File: src/rtl/iic_slave.sv
// I2C target modelled on a 24C02-style EEPROM: oversampled SCL/SDA, 7-bit address match,
// random write, current-address and random read with wrapping pointer auto-increment.
module iic_slave #(
  parameter logic [6:0]  DEV_ADDR = 7'h50,
  parameter int unsigned AW       = 4
) (
  input  logic          clk,
  input  logic          srst,
  input  logic          scl,
  input  logic          sda_in,
  output logic          sda_oe,
  output logic          busy,
  output logic          wr_pulse,
  output logic [AW-1:0] wr_addr,
  output logic [7:0]    wr_data
);
  localparam int unsigned Depth = 2 ** AW;

  typedef enum logic [2:0] {
    StIdle, StDev, StAckDev, StWaddr, StAckAddr, StWrite, StAckWr, StRead
  } state_e;

  state_e        r_state, w_state_d;
  logic          r_scl_s1, r_scl_s2, r_scl_h;
  logic          r_sda_s1, r_sda_s2, r_sda_h;
  logic [6:0]    r_shift;
  logic [7:0]    r_tx;
  logic [3:0]    r_cnt;
  logic          r_rw, r_ack_on;
  logic [AW-1:0] r_ptr;
  logic [7:0]    r_mem [Depth];
  logic          r_sda_oe, r_busy, r_wr_pulse;
  logic [AW-1:0] r_wr_addr;
  logic [7:0]    r_wr_data;

  logic          w_sda_oe_d, w_busy_d, w_wr_pulse_d;
  logic          w_scl_rise, w_scl_fall, w_start, w_stop, w_sda;
  logic          w_byte_done, w_ack_end, w_addr_match;
  logic [7:0]    w_byte;
  logic [AW-1:0] w_ptr_inc;

  always_ff @(posedge clk) begin
    if (srst) begin
      r_scl_s1 <= 1'b1;
      r_scl_s2 <= 1'b1;
      r_scl_h  <= 1'b1;
      r_sda_s1 <= 1'b1;
      r_sda_s2 <= 1'b1;
      r_sda_h  <= 1'b1;
    end else begin
      r_scl_s1 <= scl;
      r_scl_s2 <= r_scl_s1;
      r_scl_h  <= r_scl_s2;
      r_sda_s1 <= sda_in;
      r_sda_s2 <= r_sda_s1;
      r_sda_h  <= r_sda_s2;
    end
  end

  assign w_sda        = r_sda_s2;
  assign w_scl_rise   = r_scl_s2 & ~r_scl_h;
  assign w_scl_fall   = ~r_scl_s2 & r_scl_h;
  assign w_start      = r_scl_s2 & r_scl_h & r_sda_h & ~r_sda_s2;
  assign w_stop       = r_scl_s2 & r_scl_h & ~r_sda_h & r_sda_s2;
  assign w_byte       = {r_shift, w_sda};
  assign w_byte_done  = w_scl_rise & (r_cnt == 4'd7);
  assign w_ack_end    = w_scl_fall & r_ack_on;
  assign w_addr_match = (r_shift == DEV_ADDR);
  assign w_ptr_inc    = r_ptr + 1'b1;

  always_ff @(posedge clk) begin
    if (srst) r_state <= StIdle;
    else      r_state <= w_state_d;
  end

  always_comb begin
    w_state_d = r_state;
    if (w_start) begin
      w_state_d = StDev;
    end else if (w_stop) begin
      w_state_d = StIdle;
    end else begin
      unique case (r_state)
        StIdle:    w_state_d = StIdle;
        StDev:     if (w_byte_done) w_state_d = w_addr_match ? StAckDev : StIdle;
        StAckDev:  if (w_ack_end) w_state_d = r_rw ? StRead : StWaddr;
        StWaddr:   if (w_byte_done) w_state_d = StAckAddr;
        StAckAddr: if (w_ack_end) w_state_d = StWrite;
        StWrite:   if (w_byte_done) w_state_d = StAckWr;
        StAckWr:   if (w_ack_end) w_state_d = StWrite;
        StRead:    if (w_scl_rise && r_cnt == 4'd9 && w_sda) w_state_d = StIdle;
        default:   w_state_d = StIdle;
      endcase
    end
  end

  always_comb begin
    w_sda_oe_d   = r_sda_oe;
    w_busy_d     = r_busy;
    w_wr_pulse_d = 1'b0;
    if (w_start || w_stop) begin
      w_sda_oe_d = 1'b0;
    end else if (w_scl_fall) begin
      unique case (r_state)
        // First fall raises the ACK; second ends it and, for a read, drives bit 7.
        StAckDev, StAckAddr, StAckWr: begin
          if (!r_ack_on)                           w_sda_oe_d = 1'b1;
          else if (r_state == StAckDev && r_rw)    w_sda_oe_d = ~r_tx[7];
          else                                     w_sda_oe_d = 1'b0;
        end
        StRead:  w_sda_oe_d = (r_cnt < 4'd8) ? ~r_tx[7] : 1'b0;
        default: w_sda_oe_d = 1'b0;
      endcase
    end
    if (r_state == StWrite && w_byte_done && !w_start && !w_stop) w_wr_pulse_d = 1'b1;
    if (w_state_d == StIdle) begin
      w_busy_d = 1'b0;
    end else if (r_state == StDev && w_byte_done && w_addr_match && !w_start && !w_stop) begin
      w_busy_d = 1'b1;
    end
  end

  always_ff @(posedge clk) begin
    if (srst) begin
      r_sda_oe   <= 1'b0;
      r_busy     <= 1'b0;
      r_wr_pulse <= 1'b0;
    end else begin
      r_sda_oe   <= w_sda_oe_d;
      r_busy     <= w_busy_d;
      r_wr_pulse <= w_wr_pulse_d;
    end
  end

  always_ff @(posedge clk) begin
    if (srst) begin
      r_shift   <= '0;
      r_tx      <= '0;
      r_cnt     <= '0;
      r_rw      <= 1'b0;
      r_ack_on  <= 1'b0;
      r_ptr     <= '0;
      r_wr_addr <= '0;
      r_wr_data <= '0;
      for (int i = 0; i < Depth; i++) r_mem[i] <= '0;
    end else if (w_start || w_stop) begin
      r_cnt    <= '0;
      r_ack_on <= 1'b0;
    end else begin
      case (r_state)
        StDev, StWaddr, StWrite: begin
          if (w_scl_rise) begin
            r_shift <= {r_shift[5:0], w_sda};
            r_cnt   <= r_cnt + 4'd1;
            if (r_cnt == 4'd7) begin
              r_cnt <= '0;
              if (r_state == StDev) begin
                r_rw <= w_sda;
                r_tx <= r_mem[r_ptr];
              end else if (r_state == StWaddr) begin
                r_ptr <= w_byte[AW-1:0];
              end else begin
                r_mem[r_ptr] <= w_byte;
                r_wr_addr    <= r_ptr;
                r_wr_data    <= w_byte;
                r_ptr        <= w_ptr_inc;
              end
            end
          end
        end
        StAckDev, StAckAddr, StAckWr: begin
          if (w_scl_fall) begin
            r_ack_on <= ~r_ack_on;
            if (r_ack_on && r_state == StAckDev && r_rw) begin
              r_tx  <= {r_tx[6:0], 1'b0};
              r_cnt <= 4'd1;
            end
          end
        end
        // r_cnt counts bits driven; 9 means waiting for the master's ACK/NACK.
        StRead: begin
          if (w_scl_fall && r_cnt < 4'd8) begin
            r_tx  <= {r_tx[6:0], 1'b0};
            r_cnt <= r_cnt + 4'd1;
          end else if (w_scl_fall && r_cnt == 4'd8) begin
            r_cnt <= 4'd9;
          end else if (w_scl_rise && r_cnt == 4'd9 && !w_sda) begin
            r_ptr <= w_ptr_inc;
            r_tx  <= r_mem[w_ptr_inc];
            r_cnt <= '0;
          end
        end
        default: ;
      endcase
    end
  end

  assign sda_oe   = r_sda_oe;
  assign busy     = r_busy;
  assign wr_pulse = r_wr_pulse;
  assign wr_addr  = r_wr_addr;
  assign wr_data  = r_wr_data;

endmodule

File: config.mk
export PLATFORM = sky130hd
export DESIGN_NAME = iic_slave
export DESIGN_NICKNAME = d
export VERILOG_FILES = /design/src/rtl/iic_slave.sv
export SDC_FILE = /design/constraint.sdc
export NUM_CORES = 1
export LEC_CHECK = 0
export ABC_CLOCK_PERIOD_IN_PS = 4030
export BUFFER_PORTS_ARGS = -buffer_cell sky130_fd_sc_hd__buf_2
export CORE_MARGIN = 1
export CORE_UTILIZATION = 37
export CTS_CLUSTER_DIAMETER = 200
export DETAILED_ROUTE_END_ITERATION = 8
export PLACE_DENSITY = 0.6
export RECOVER_POWER = 25
export SLEW_MARGIN = 10
export SYNTH_ARGS = -nofsm -noshare
export SYNTH_HDL_FRONTEND = slang
export SYNTH_SLANG_ARGS = --single-unit
File: constraint.sdc
create_clock -name clk -period 4.03 [get_ports clk]
set_clock_uncertainty 0.05 [all_clocks]
set_input_delay 0 -clock clk [delete_from_list [all_inputs] [get_ports clk]]
set_output_delay 0 -clock clk [all_outputs]
set_load 0.02 [all_outputs]
# Yosys cells after proc, flatten, opt, wreduce, memory -nomap -nowiden
# Memories as Yosys holds them, arrays and structs flattened. A register that Yosys moved wholly into a read port is not among the register bits.
# Cells that the tools add are included.
# totals
reg_bits	49
mem_bits_rw	128
output_inout_bits	15
n_memories	1
# op_classes
addsub	2
magnitude_cmp	1
n_eq_ne	23
mux	56
bitwise	18
reduce_logical	36
# memory_table
name	words	width	read_ports	rd_clocked_by_memory_dff	wr	line	rtl
r_mem	16	8	2	1	16	31	logic [7:0] r_mem [Depth];
# op_table
op	count
8-bit two-way mux	9
4-bit two-way mux	17
3-bit two-way mux	9
8-bit one-hot mux with 3 select lines	1
3-bit one-hot mux with 7 select lines	1
2-bit != test (second input constant)	9
1-bit logical AND	15
1-bit two-way mux	15
3-bit == test (second input constant)	4
4-bit one-hot mux with 3 select lines	1
5-bit AND reduction	2
1-bit bitwise AND	9
1-bit NOT	9
9-bit AND reduction	1
4-bit by 1-bit adder with 4-bit output (second input constant)	2
4-bit == test (second input constant)	2
4-bit one-hot mux with 2 select lines	1
8-bit AND reduction	1
8-bit OR reduction	1
7-bit == test (second input constant)	1
3-bit by 2-bit == test with 1-bit output (second input constant)	2
3-bit logical NOT	2
3-bit != test (second input constant)	2
6-bit AND reduction	1
14 further kinds	19

# Depth between registers and ports, before layout
# logic_depth
ltp_word	11
depth_mapped	11
ltp_nobuf	7

# Worst setup path before layout
# No wires, ideal clock.
# synth_timing
path_type	reg-to-reg
from	register r_ptr[0]
to	register r_tx[1]
setup_ps	133
t_arrival_ps	2849
required_time_ps	3847
slack_ps	998
path_stages_with_launch	11
path_buffers	4
cell_sequence	dfxtp_1 -> buf_2 -> buf_2 -> clkinv_1 -> ha_1 -> buf_2 -> buf_2 -> mux4_2 -> mux4_2 -> nand2_1 -> a311oi_1
# synth_between
elab_chain_cells	6
# synth_rtl
element	line	rtl
from (decl)	30	logic [AW-1:0] r_ptr;
from (signal assigned)	161	r_ptr <= w_byte[AW-1:0];
from (signal assigned)	166	r_ptr <= w_ptr_inc;
from (signal assigned)	188	r_ptr <= w_ptr_inc;
4-bit by 1-bit adder with 4-bit output	69	assign w_ptr_inc = r_ptr + 1'b1;
memory 16 x 8 bit	--	
8-bit two-way mux	187	end else if (w_scl_rise && r_cnt == 4'd9 && !w_sda) begin
8-bit two-way mux	185	end else if (w_scl_fall && r_cnt == 4'd8) begin
8-bit two-way mux	182	if (w_scl_fall && r_cnt < 4'd8) begin
8-bit one-hot mux with 3 select lines	150	case (r_state)
to (signal assigned)	159	r_tx <= r_mem[r_ptr];
to (signal assigned)	183	r_tx <= {r_tx[6:0], 1'b0};
to (signal assigned)	189	r_tx <= r_mem[w_ptr_inc];
to (decl)	27	logic [7:0] r_tx;
# Every way passes these cells. The select of a mux whose other input is x is not followed.
# A chain may end at the register's enable or synchronous reset.

==> results.md <==
| Parameter | Value | Unit |
|---|---|---|
| Peak-usage layer in the global routing report | met2 | - |
| Vias per Instance | 6.06 | - |
| Period Utilization, post-route | 0.863 | - |
| Worst path required time | 4.06 | ns |
| Most used flip-flop cell after synthesis | edfxtp_1 | - |
| Number of port buffers | 18 | - |
| Switching share of power | 0.235 | - |
| Worst hold path class | input port to flop | - |
| Via count of the first global-routing pass | 6399 | - |
| Number of rows in the core area | 58 | - |
| Synthesis Warnings | 0 | - |
| Ordered list of cells on the worst path | nand3b_1 > nor4_4 > clkbuf_1 > and4_1 > nand2_1 > nand2_1 | - |
| Startpoint type of the worst setup path | flop | - |
| Vertical extent of the die | 164 | um |
| Part of the total power dissipated in combinational logic | 0.037 | - |
| Switching pwr | 0.914 | mW |
| Final routed DRC violation total | 0 | - |
| Area enclosed by the die boundary | 0.0269 | mm^2 |
| Internal power contribution | 2.97 | mW |
| Kind of end point of the critical path | flop | - |
| Die X-Extent | 164 | um |
| Reported max-cap violation count | 1 | - |
| Peak per-stage delay on the critical path | 0.66 | ns |
| Cell type of the slowest stage on the worst timing path | and4_1 | - |
| Worst hold slack after final layout | 0.230 | ns |
| Count of endpoints failing setup in the final report | 0 | - |
| Transition time at the pin with the least slew margin | 1.78 | ns |
| Most used cells in the layout excluding fill and tap cells | 128 x edfxtp_1, 91 x and3_1, 68 x mux4_2 | - |
| Cell area after synthesis | 0.00972 | mm^2 |
| Overall via count from detail_route | 6765 | - |
| Max Transition Viols Final | 41 | - |
| Most common cell after layout, fill and taps aside | edfxtp_1 | - |
| Failing checks | capacitance limit, slew limit | - |
| # nets final | 785 | - |
| IR drop worst, VDD | 0.000293 | V |
| Standby leakage power | 3.74 | nW |
| Seq/Total Area, Yosys | 0.505 | - |
| Pin count of the biggest net entering global routing | 41 | - |
| Sequential Power Share | 0.544 | - |
| Met3 GRT Util | 0.0369 | - |
| Count of distinct cell types in the synthesized netlist | 66 | - |
| Met2 Resource Use GR | 0.321 | - |
| Maximum count of clock buffers along a single path | 2 | - |
| DR WL/cell | 24.9 | um |
| Worst-Skew Late Latency | 0.44 | ns |
| Largest fanout on the critical path | 17 | - |
| Ant. Diodes | 0 | - |
| Number of synthesized flops with an enable pin | 128 | - |
| Power density of the placed cells | 368 | mW/mm^2 |
| Number of detailed-routing iterations run before antenna repair | 5 | - |
| Worst rel slew slack | -0.190 | - |
| First-pass GRT wire length | 42100 | um |
| Type of the worst setup path | flop to flop | - |
| Root buffer selected by CTS | clkbuf_16 | - |
| Register bit total from synthesis | 181 | - |
| Core area | 0.0255 | mm^2 |
| I/O pin count | 19 | - |
| Placer's final routability congestion estimate | 0.960 | - |
| TritonCTS clock tree | done | - |
| Gr ovfl total | 0 | - |
| Max H-tree Level | 4 | - |
| Setup repair after global routing missed its margin | no | - |
| HPWL after detailed placement | 19100 | um |
| Arrival time of data at the critical path endpoint | 3.51 | ns |
| FMAX | 288 | MHz |
| Final Core Density | 0.415 | - |
| Outcome | finished, violations left | - |
| Number of CTS-inserted buffers | 17 | - |
| Crit path top cell by count | nand2_1 | - |
| Clock share of power | 0.418 | - |
| Layout cell share with drive strength beyond 1 | 0.197 | - |
| Synthesized Nets | 799 | - |
| P&R area growth vs syn | 8.69 | % |
| Number of clock sinks | 181 | - |
| Post-DRT Antenna Nets | 0 | - |
| Syn avg cell area | 12.3 | um^2 |
| Final TNS setup | 0 | ns |
| Number of standard cells after synthesis | 788 | - |
| Finished Layout Cells | 1117 | - |
| Antenna violations before repair | 0 | - |
| Final critical delay including setup and external delays | 3.48 | ns |
| Async set-or-reset flop fraction in the synthesized netlist | 0 | - |
| Total track usage | 0.216 | - |
| DP Cell Count | 1083 | - |
| DR iter-0 viols | 761 | - |
| Initial cell density of the core | 0.381 | - |
| Resized cells post-CTS | 0 | - |
| Aggregate routed wire length | 27800 | um |
| Hold violation total from the final report | 0 | - |
| Worst-path clk slew | 0.07 | ns |
| Global routing met1 resource utilization | 0.308 | - |
==> Yosys cell counts (all sizes together) (3+ instances only) <==
cell type,number,area share
a31oi,4,0.0026
inv,22,0.0085
nor2b,5,0.0032
nand4,14,0.0090
or2,6,0.0039
nand2,68,0.027
edfxtp,128,0.40
nor2,21,0.0081
a21oi,34,0.018
mux4,68,0.16
a311oi,11,0.0099
mux2i,10,0.010
a22oi,6,0.0046
and4,3,0.0027
clkbuf,45,0.017
o21ai,19,0.0098
and3b,3,0.0027
nor4,10,0.012
and3,99,0.065
o2111a,5,0.0058
a211oi,4,0.0031
nand3b,4,0.0044
buf,35,0.024
nor3,9,0.0046
ha,7,0.0090
mux2,4,0.0046
xor2,3,0.0027
nand2b,4,0.0026
a2111oi,3,0.0027
and2,37,0.024
nor3b,3,0.0023
nand3,8,0.0041
dfxtp,53,0.11
==> registers in the layout, indices dropped and copies added (netlist names), named ones only <==
signal and cells:
r_sda_s2 1, r_ack_on 1, r_cnt 4, r_tx 8
sda_oe 1, r_mem 128, r_scl_s2 1, r_state 3
r_sda_h 1, wr_addr 4, r_shift 7, busy 1
r_scl_h 1, r_sda_s1 1, wr_data 8, r_rw 1
r_scl_s1 1, r_ptr 4, wr_pulse 1
==> critical path, delay by kind of cell, from the launching register on <==
family                 cells  cell delay [ns]
buffers and inverters      1             0.58
flip-flops                 1             0.60
AND/OR/NAND/NOR            5             1.88
==> power groups by stage <==
stage	sequential [mW]	combinational [mW]	clock (mW)
global placement	2.15	0.143	0
floorplan	2.11	0.108	0
global route	2.12	0.154	1.70
detailed placement	2.15	0.144	0
CTS	2.11	0.146	1.64
finish	2.12	0.145	1.62
==> final timing paths <==
| kind | start | end | slack [ns] | cells past startpoint |
|---|---|---|---|---|
| worst max-delay path | r_state[0]$_SDFF_PP0_ | r_mem[5][5]$_SDFFCE_PN0P_ | 0.55 | 6 |
| worst min-delay path | sda_in | r_sda_s1$_SDFF_PP1_ | 0.23 | 3 |
| worst max register to register | r_state[0]$_SDFF_PP0_ | r_mem[5][5]$_SDFFCE_PN0P_ | 0.55 | 6 |
| worst min register to register | r_sda_s1$_SDFF_PP1_ | r_sda_s2$_SDFF_PP1_ | 0.37 | 1 |
==> repair_timing <==
item | 4_1_cts | 5_1_grt
setup buffers | 0 | 0
hold buffers | 2 | 0
endpoints found under the hold margin | 2 | 0
==> layer usage <==
layer  vias up  share of wire  wire (um)
met2       331           0.44      12300
met1      3364           0.45      12400
li1       3006              -          -
met4         0          0.042       1160
met3        64          0.069       1920
met5         -              0          0
==> cell families after synthesis <==
kind of cell,Yosys count,share of synthesized area
XOR/XNOR,4,0.00361
buffers and inverters,103,0.0503
multiplexers,82,0.173
flip-flops,181,0.505
AND/OR/NAND/NOR,303,0.184
AO/OA/AOI/OAI,108,0.0761
adder cells (fa/ha/maj),7,0.00901
==> final cells by class <==
type	count	area (um^2)
timing repair buffer	47	282
fill	2364	14900
tap	330	413
clock buffer	17	425
inverter	23	86.3
multi-input combinational	504	4320
sequential	181	4910
clock inverter	15	131
==> through the flow <==
stage	setup slack [ns]	cell area [um^2]	total power [mW]
floorplan	0.998	9720	2.22
global placement	0.870	10000	2.30
detailed placement	0.866	10000	2.30
CTS	0.864	10600	3.89
global route	0.338	10600	3.98
finish	0.553	10600	3.88
Note: power is estimated with default switching activity, not from simulation.
